$ cat src/rtl/fetch_buffer_pkg.sv
`default_nettype none
//==============================================================================
// Module   : fetch_buffer_pkg
// Purpose  : Configuration constants, bus/entry types and FSM encoding for the
//            instruction fetch buffer.
// Revision : 1.0 - initial release
//==============================================================================
package fetch_buffer_pkg;

    // Configuration
    localparam int          FB_DEPTH = 2;          // log2 of FIFO entries
    localparam logic [31:0] RESET_PC = 32'h0000_0000;

    // Fetch FSM encoding
    localparam logic [1:0] c_st_fetch      = 2'd0;
    localparam logic [1:0] c_st_wait       = 2'd1;
    localparam logic [1:0] c_st_fence      = 2'd2;
    localparam logic [1:0] c_st_fence_wait = 2'd3;

    typedef struct packed {
        logic [31:0] pc;
        logic [31:0] data;
    } fb_entry_type;

    typedef struct packed {
        logic        mem_valid;
        logic        mem_fence;
        logic [31:0] mem_addr;
        logic [31:0] mem_wdata;
        logic [3:0]  mem_wstrb;
    } mem_in_type;

    typedef struct packed {
        logic        mem_ready;
        logic [31:0] mem_rdata;
    } mem_out_type;

    // Sequential word step; wraps silently at 2**32.
    function automatic logic [31:0] next_pc(input logic [31:0] pc);
        return pc + 32'd4;
    endfunction

endpackage
`default_nettype wire

$ cat src/rtl/fetch_buffer_if.sv
`default_nettype none
//==============================================================================
// Module   : fetch_buffer_if
// Purpose  : Request/response bundle between the fetch buffer and the TIM.
// Revision : 1.0 - initial release
//==============================================================================
interface fetch_buffer_if;
    import fetch_buffer_pkg::*;

    mem_in_type  imem_in;
    mem_out_type imem_out;

    modport master (output imem_in, input  imem_out);
    modport slave  (input  imem_in, output imem_out);

endinterface
`default_nettype wire

$ cat src/rtl/fetch_buffer_fifo.sv
`default_nettype none
//==============================================================================
// Module   : fetch_fifo
// Purpose  : Small instruction queue with flush; registered storage and a
//            combinational head read.
// Revision : 1.0 - initial release
//==============================================================================
module fetch_fifo
    import fetch_buffer_pkg::*;
#(
    parameter int DEPTH_LOG2 = FB_DEPTH
) (
    input  wire logic                clk,
    input  wire logic                rst,
    input  wire logic                flush,
    input  wire logic                push,
    input  wire fb_entry_type        push_entry,
    input  wire logic                pop,
    output fb_entry_type             head,
    output logic                     valid,
    output logic [DEPTH_LOG2:0]      count
);

    localparam int                    c_entries = 1 << DEPTH_LOG2;
    localparam logic [DEPTH_LOG2-1:0] c_ptr_one = DEPTH_LOG2'(1);
    localparam logic [DEPTH_LOG2:0]   c_cnt_one = (DEPTH_LOG2 + 1)'(1);

    fb_entry_type              r_mem [c_entries];
    logic [DEPTH_LOG2-1:0]     r_wr_ptr;
    logic [DEPTH_LOG2-1:0]     r_rd_ptr;
    logic [DEPTH_LOG2:0]       r_count;
    logic                      w_pop;
    logic                      w_push;

    assign w_pop  = pop && (r_count != '0);
    assign w_push = push && !flush;

    always_ff @(posedge clk) begin
        if (!rst) begin
            r_wr_ptr <= '0;
            r_rd_ptr <= '0;
            r_count  <= '0;
        end else if (flush) begin
            // Flush wins over any same-cycle push or pop.
            r_wr_ptr <= '0;
            r_rd_ptr <= '0;
            r_count  <= '0;
        end else begin
            if (w_push) begin
                r_wr_ptr <= r_wr_ptr + c_ptr_one;
            end
            if (w_pop) begin
                r_rd_ptr <= r_rd_ptr + c_ptr_one;
            end
            case ({w_push, w_pop})
                2'b10:   r_count <= r_count + c_cnt_one;
                2'b01:   r_count <= r_count - c_cnt_one;
                default: r_count <= r_count;
            endcase
        end
    end

    // Storage carries no reset; validity is tracked by the count alone.
    always_ff @(posedge clk) begin
        if (rst && w_push) begin
            r_mem[r_wr_ptr] <= push_entry;
        end
    end

    assign head  = r_mem[r_rd_ptr];
    assign valid = (r_count != '0);
    assign count = r_count;

endmodule
`default_nettype wire

$ cat src/rtl/fetch_buffer.sv
`default_nettype none
//==============================================================================
// Module   : fetch_buffer
// Purpose  : Instruction fetch front end: sequential TIM requests, in-order
//            response queueing, redirect flush/discard and fence.i forwarding.
// Revision : 1.0 - initial release
//==============================================================================
module fetch_buffer
    import fetch_buffer_pkg::*;
(
    input  wire logic               rst,
    input  wire logic               clk,
    input  wire logic               redir_valid,
    input  wire logic [31:0]        redir_pc,
    input  wire logic               fence_valid,
    output logic                    fence_done,
    output logic                    inst_valid,
    input  wire logic               inst_ready,
    output logic [31:0]             inst_pc,
    output logic [31:0]             inst_data,
    fetch_buffer_if.master          imem
);

    localparam logic [FB_DEPTH+1:0] c_fifo_entries = (FB_DEPTH + 2)'(1 << FB_DEPTH);

    logic [1:0]          r_state;
    logic [31:0]         r_pc;
    logic [31:0]         r_req_pc;
    logic                r_discard;
    logic                r_fence_pend;
    logic                r_fence_done;

    logic                w_outstanding;
    logic [FB_DEPTH+1:0] w_used;
    logic                w_credit;
    logic                w_issue_fetch;
    logic                w_issue_fence;
    logic                w_rsp;
    logic                w_push;
    logic                w_pop;
    logic [31:0]         w_redir_target;
    fb_entry_type        w_push_entry;
    fb_entry_type        w_head;
    logic                w_fifo_valid;
    logic [FB_DEPTH:0]   w_count;
    mem_in_type          w_mem_in;

    assign w_rsp          = imem.imem_out.mem_ready;
    assign w_redir_target = redir_pc & ~32'h3;
    assign w_outstanding  = (r_state == c_st_wait);
    assign w_used         = {1'b0, w_count} + {{(FB_DEPTH + 1){1'b0}}, w_outstanding};
    assign w_credit       = (w_used < c_fifo_entries);

    // No fetch issues in a redirect cycle so the next request uses the new pc.
    assign w_issue_fetch = rst && (r_state == c_st_fetch) && !r_fence_pend
                           && w_credit && !redir_valid;
    assign w_issue_fence = rst && (r_state == c_st_fence);

    assign w_push = rst && (r_state == c_st_wait) && w_rsp && !r_discard && !redir_valid;
    assign w_pop  = inst_valid && inst_ready;

    assign w_push_entry.pc   = r_req_pc;
    assign w_push_entry.data = imem.imem_out.mem_rdata;

    fetch_fifo #(
        .DEPTH_LOG2 (FB_DEPTH)
    ) u_fifo (
        .clk        (clk),
        .rst        (rst),
        .flush      (redir_valid),
        .push       (w_push),
        .push_entry (w_push_entry),
        .pop        (w_pop),
        .head       (w_head),
        .valid      (w_fifo_valid),
        .count      (w_count)
    );

    always_ff @(posedge clk) begin
        if (!rst) begin
            r_state      <= c_st_fetch;
            r_pc         <= RESET_PC;
            r_req_pc     <= RESET_PC;
            r_discard    <= 1'b0;
            r_fence_pend <= 1'b0;
            r_fence_done <= 1'b0;
        end else begin
            r_fence_done <= 1'b0;

            if (r_state == c_st_fence) begin
                r_fence_pend <= 1'b0;
            end else if (fence_valid) begin
                r_fence_pend <= 1'b1;
            end

            case (r_state)
                c_st_fetch: begin
                    if (r_fence_pend) begin
                        r_state <= c_st_fence;
                    end else if (w_issue_fetch) begin
                        r_req_pc <= r_pc;
                        r_pc     <= next_pc(r_pc);
                        r_state  <= c_st_wait;
                    end
                end
                c_st_wait: begin
                    if (w_rsp) begin
                        r_discard <= 1'b0;
                        r_state   <= r_fence_pend ? c_st_fence : c_st_fetch;
                    end else if (redir_valid) begin
                        // The in-flight response belongs to the old stream.
                        r_discard <= 1'b1;
                    end
                end
                c_st_fence: begin
                    r_state <= c_st_fence_wait;
                end
                c_st_fence_wait: begin
                    if (w_rsp) begin
                        r_fence_done <= 1'b1;
                        r_state      <= c_st_fetch;
                    end
                end
                default: begin
                    r_state <= c_st_fetch;
                end
            endcase

            if (redir_valid) begin
                r_pc <= w_redir_target;
            end
        end
    end

    always_comb begin
        w_mem_in           = '0;
        w_mem_in.mem_valid = w_issue_fetch || w_issue_fence;
        w_mem_in.mem_fence = w_issue_fence;
        w_mem_in.mem_addr  = w_issue_fetch ? r_pc : 32'h0;
    end

    assign imem.imem_in = w_mem_in;

    // Outputs held at zero while reset is asserted and when the queue is empty.
    assign inst_valid = rst && w_fifo_valid;
    assign inst_pc    = inst_valid ? w_head.pc   : 32'h0;
    assign inst_data  = inst_valid ? w_head.data : 32'h0;
    assign fence_done = r_fence_done;

endmodule
`default_nettype wire

$ cat src/flat_wrapper.sv
// flat-port wrapper written by rule: the top's interface ports become plain ports
module fetch_buffer_flat import fetch_buffer_pkg::*;
  (rst, clk, redir_valid, redir_pc, fence_valid, fence_done, inst_valid, inst_ready, inst_pc, inst_data, imem_imem_in, imem_imem_out);
  fetch_buffer_if imem_i ();
  input  wire logic rst;
  input  wire logic clk;
  input  wire logic redir_valid;
  input  wire logic [31:0] redir_pc;
  input  wire logic fence_valid;
  output logic fence_done;
  output logic inst_valid;
  input  wire logic inst_ready;
  output logic [31:0] inst_pc;
  output logic [31:0] inst_data;
  output wire logic [$bits(imem_i.imem_in)-1:0] imem_imem_in;
  input wire logic [$bits(imem_i.imem_out)-1:0] imem_imem_out;
  assign imem_imem_in = imem_i.imem_in;
  assign imem_i.imem_out = imem_imem_out;
  fetch_buffer u_core (.rst(rst), .clk(clk), .redir_valid(redir_valid), .redir_pc(redir_pc), .fence_valid(fence_valid), .fence_done(fence_done), .inst_valid(inst_valid), .inst_ready(inst_ready), .inst_pc(inst_pc), .inst_data(inst_data), .imem(imem_i));
endmodule
$ cat config.mk
export PLATFORM = sky130hd
export DESIGN_NAME = fetch_buffer_flat
export DESIGN_NICKNAME = d
export VERILOG_FILES = /design/src/rtl/fetch_buffer_pkg.sv /design/src/rtl/fetch_buffer_if.sv /design/src/rtl/fetch_buffer_fifo.sv /design/src/rtl/fetch_buffer.sv /design/src/flat_wrapper.sv
export SDC_FILE = /design/constraint.sdc
export NUM_CORES = 1
export LEC_CHECK = 0
export CAP_MARGIN = 40
export CORE_UTILIZATION = 35
export CTS_CLUSTER_DIAMETER = 30
export DETAILED_ROUTE_END_ITERATION = 6
export GPL_TIMING_DRIVEN = 0
export PLACE_DENSITY_LB_ADDON = 0.1
export SYNTH_ARGS = -nofsm -noshare
export SYNTH_HDL_FRONTEND = slang
export SYNTH_SLANG_ARGS = --single-unit
$ cat constraint.sdc
create_clock -name clk -period 3.3 [get_ports clk]
set_clock_uncertainty 0.2 [all_clocks]
set_input_delay 0.495 -clock clk [delete_from_list [all_inputs] [get_ports clk]]
set_output_delay 0.495 -clock clk [all_outputs]
set_load 0.005 [all_outputs]
==> impl_metrics.yaml <==
run_status:
  outcome: "complete, no violations"
setup_path:
  worstPathRequired_ps: 2600
  path_class: "flip-flop to output pin"
  cpPeakStageDelay_ps: 500
  worstPathArrival_ps: 2510
  slowest_stage: "clkdlybuf4s50_1"
  worst_path_most_repeated_cell: "buf_6"
  path_cells: "buf_6 > buf_6 > mux4_2 > and2_1 > clkdlybuf4s50_1"
  worstSetupEndpointType: "output pin"
  timing.rr.start: "u_core.r_state[1]$_SDFFE_PN0P_"
  ff2ff_setup_slack_ps: 650
  critPathMaxFanout: 8
  startpoint_type: "flip-flop"
power_and_ir_drop:
  powerDensity_mw_per_mm2: 681
  p_int_uw: 10300
  p_sw_uw: 2530
  seq_power_share_pct: 34.9
  max-vdd-ir-drop_mv: 0.337
  p_sw_share_pct: 19.6
  comb_power_share_pct: 3.8
  p_leak_uw: 0.00693
  total_power_uw: 12900
  clockPowerShare_pct: 61.3
synth:
  synth_top_cell_by_area: "edfxtp_1"
  yosysSeqAreaShare_pct: 66.9
  synth.area.top_cells: "edfxtp_1, dfxtp_1, mux4_2"
  synth-main-ff-cell: "edfxtp_1"
  synth.top_cell.area_share_pct: 55.8
  ys_warn_count: 0
  synth-edff-count: 248
  synthArstFlopShare_pct: 0
  synth_area_per_cell_sq_um: 14.8
  synth_cell_type_count: 50
  synth.cell_area_sq_mm: 0.0134
  syn_inst: 904
  ys_seq_elements: 322
floorplanning:
  initial_utilization_pct: 35.5
  die_x_um: 197
  die_h_um: 197
  boundaryPins: 206
  die_area_sq_mm: 0.0389
  core.rowCount: 71
  core_area_sq_mm: 0.0376
placement:
  place.port_buffers: 163
  post-place-ws_ps: -615
  placed_area_sq_mm: 0.0159
  routabilityCongestion: 0.808
  dp_hpwl_mm: 21.2
clock_network:
  cts_made_buffers: 80
  cts_tree: "yes"
  ctsLongestPathBuffers: 3
  root_buffer: "clkbuf_16"
  clock_latency_ps: 560
  cts.sinks: 322
  clkTransAtPathRegs_ps: 50
  h-tree-depth: 3
sta:
  finalCritPeriodShare_pct: 97.0
  hold_viol: 0
  setup_slack_ps: 98.5
  worstMarginPinSlew_ps: 664
  hold_ws_ps: 302
  min_period_ps: 3200
  setup_violations: 0
  rsz0062_at_grt: "true"
  fmax_mhz: 312
  slew_headroom_pct: 55.8
  drv_slew: 0
  fin_setup_tns_ps: 0
cells_and_area:
  area_growth_pct: 41.6
  nets: 1287
  design_area_sq_mm: 0.0189
  antenna_cells: 0
  drive_gt1_share_pct: 24.6
global_route:
  grt_pass1_wl_mm: 50.1
  track_usage_pct: 17.2
  antenna_found_initial: 0
  overflow: 0
  grt_max_degree: 46
  grt_pass1_vias: 8624
drt:
  finalWirelength_mm: 32.8
  dr.first_iter.drc_count: 401
  first_pass_iters: 4
  ant_nets: 0
  viasPerCell: 4.70
  wl_per_cell_um: 18.3
  drc: 0
  num_vias: 8393
worst_hold_path:
  hp-class: "flip-flop to flip-flop"
  min_from: "u_core.r_req_pc[22]$_SDFFE_PN0P_"
run:
  maxCapViolations: 0
[metal layers]
| layer | part of all wire [%] | GRT usage (%) | up-vias |
|---|---|---|---|
| met2 | 48 | 28.0 | 288 |
| met1 | 44 | 22.5 | 4069 |
| li1 | - | - | 3972 |
| met4 | 2.3 | 6.57 | 0 |
| met5 | 0 | 0 | - |
| met3 | 5.8 | 3.67 | 64 |
[synthesized netlist by cell type, drive strengths merged, types with 2 or more instances]
| cell type | n |
|---|---|
| edfxtp | 248 |
| nand2 | 84 |
| dfxtp | 74 |
| and2 | 68 |
| mux4 | 62 |
| buf | 55 |
| inv | 41 |
| clkbuf | 37 |
| a21boi | 30 |
| o21ai | 29 |
| nand4 | 17 |
| nor2 | 17 |
| or4 | 13 |
| a21oi | 11 |
| nand3 | 11 |
| a31oi | 10 |
| o31ai | 9 |
| xnor2 | 9 |
| nand2b | 8 |
| nor4 | 8 |
| xor2 | 7 |
| ha | 6 |
| and3 | 5 |
| nor3 | 5 |
| or3 | 5 |
| o211a | 4 |
| o211ai | 4 |
| and4 | 3 |
| o311a | 3 |
| o31a | 3 |
| a32oi | 2 |
| nand3b | 2 |
| o21a | 2 |
| o221a | 2 |
[cells by family after synthesis]
kind of cell	after synthesis	synth area share, %
xor gates and xnor gates	16	1.05
DFF	322	66.9
muxes	62	10.5
buffers and inverters	134	5.12
and+or+nand+nor	250	10.1
adders and majority gates	7	0.712
other	1	0.0281
AOI/OAI and AO/OA	112	5.70
[final cells by class]
| type | count | area [sq um] |
|---|---|---|
| Multi-Input combinational cell | 487 | 3960 |
| Sequential cell | 322 | 8930 |
| Buffer | 88 | 587 |
| Tap cell | 511 | 639 |
| Timing Repair Buffer | 189 | 1880 |
| Clock buffer | 108 | 2220 |
| Inverter | 42 | 158 |
| Fill cell | 3252 | 18700 |
| Clock inverter | 38 | 536 |
[critical path, delay by kind of cell (launching register included)]
family	cells	cell delay, ps
AND/OR/NAND/NOR	1	170
buffers and inverters	3	830
flip-flops	1	460
multiplexers	1	490
[path summary, 6_finish.rpt]
path | cells past startpoint | endpoint
setup / recovery | 5 | inst_pc[16]
hold reg to reg | 0 | u_core.u_fifo.r_mem[0][54]$_DFFE_PP_
hold / removal | 0 | u_core.u_fifo.r_mem[0][54]$_DFFE_PP_
setup reg to reg | 5 | u_core.u_fifo.r_mem[0][36]$_DFFE_PP_
[power by group through the flow]
stage	clock, uW	combinational (uW)	sequential [uW]
after global placement	0	455	4550
after global routing	8240	541	4500
after CTS	8020	494	4490
after detailed placement	0	457	4550
after floorplan	0	250	4530
final	7890	494	4490
[repair_timing]
action,in CTS,in global routing
endpoints found under the setup margin,93,57
pin swaps,3,2
gates resized for setup,113,12
hold buffers,0,0
setup buffers,15,3
[registers in the layout, summed over array words and instances, names as in the netlist, named ones only]
signal and count:
u_core.r_state 2, u_core.r_fence_pend 1, u_core.r_req_pc 30, u_core.r_pc 30
u_core.u_fifo.r_rd_ptr 2, u_core.fence_done 1, u_core.u_fifo.count 3, u_core.u_fifo.r_mem 248
u_core.r_discard 1, u_core.u_fifo.r_wr_ptr 2
[cell usage in the layout, fill, tap and decap left out, types with 14 or more instances in the layout]
cell type / instances
a21boi_0: 30
nand2_1: 68
nor2_1: 16
nand2_2: 14
clkdlybuf4s50_1: 134
clkbuf_16: 83
o21ai_0: 29
dlygate4sd2_1: 25
inv_1: 32
mux4_2: 62
conb_1: 40
dfxtp_1: 72
and2_1: 64
edfxtp_1: 248
nand4_1: 17
clkbuf_1: 41
buf_4: 58
buf_6: 14
clkinv_2: 15
[per-stage QoR]
| step | std cells | utilization, % |
|---|---|---|
| after CTS | 1783 | 50.3 |
| final | 1785 | 50.3 |
| after detailed placement | 1625 | 42.4 |
| after global routing | 1785 | 50.3 |
| after floorplan | 943 | - |
| after global placement | 1617 | 42.0 |
Power figures use the tool's default switching activity.
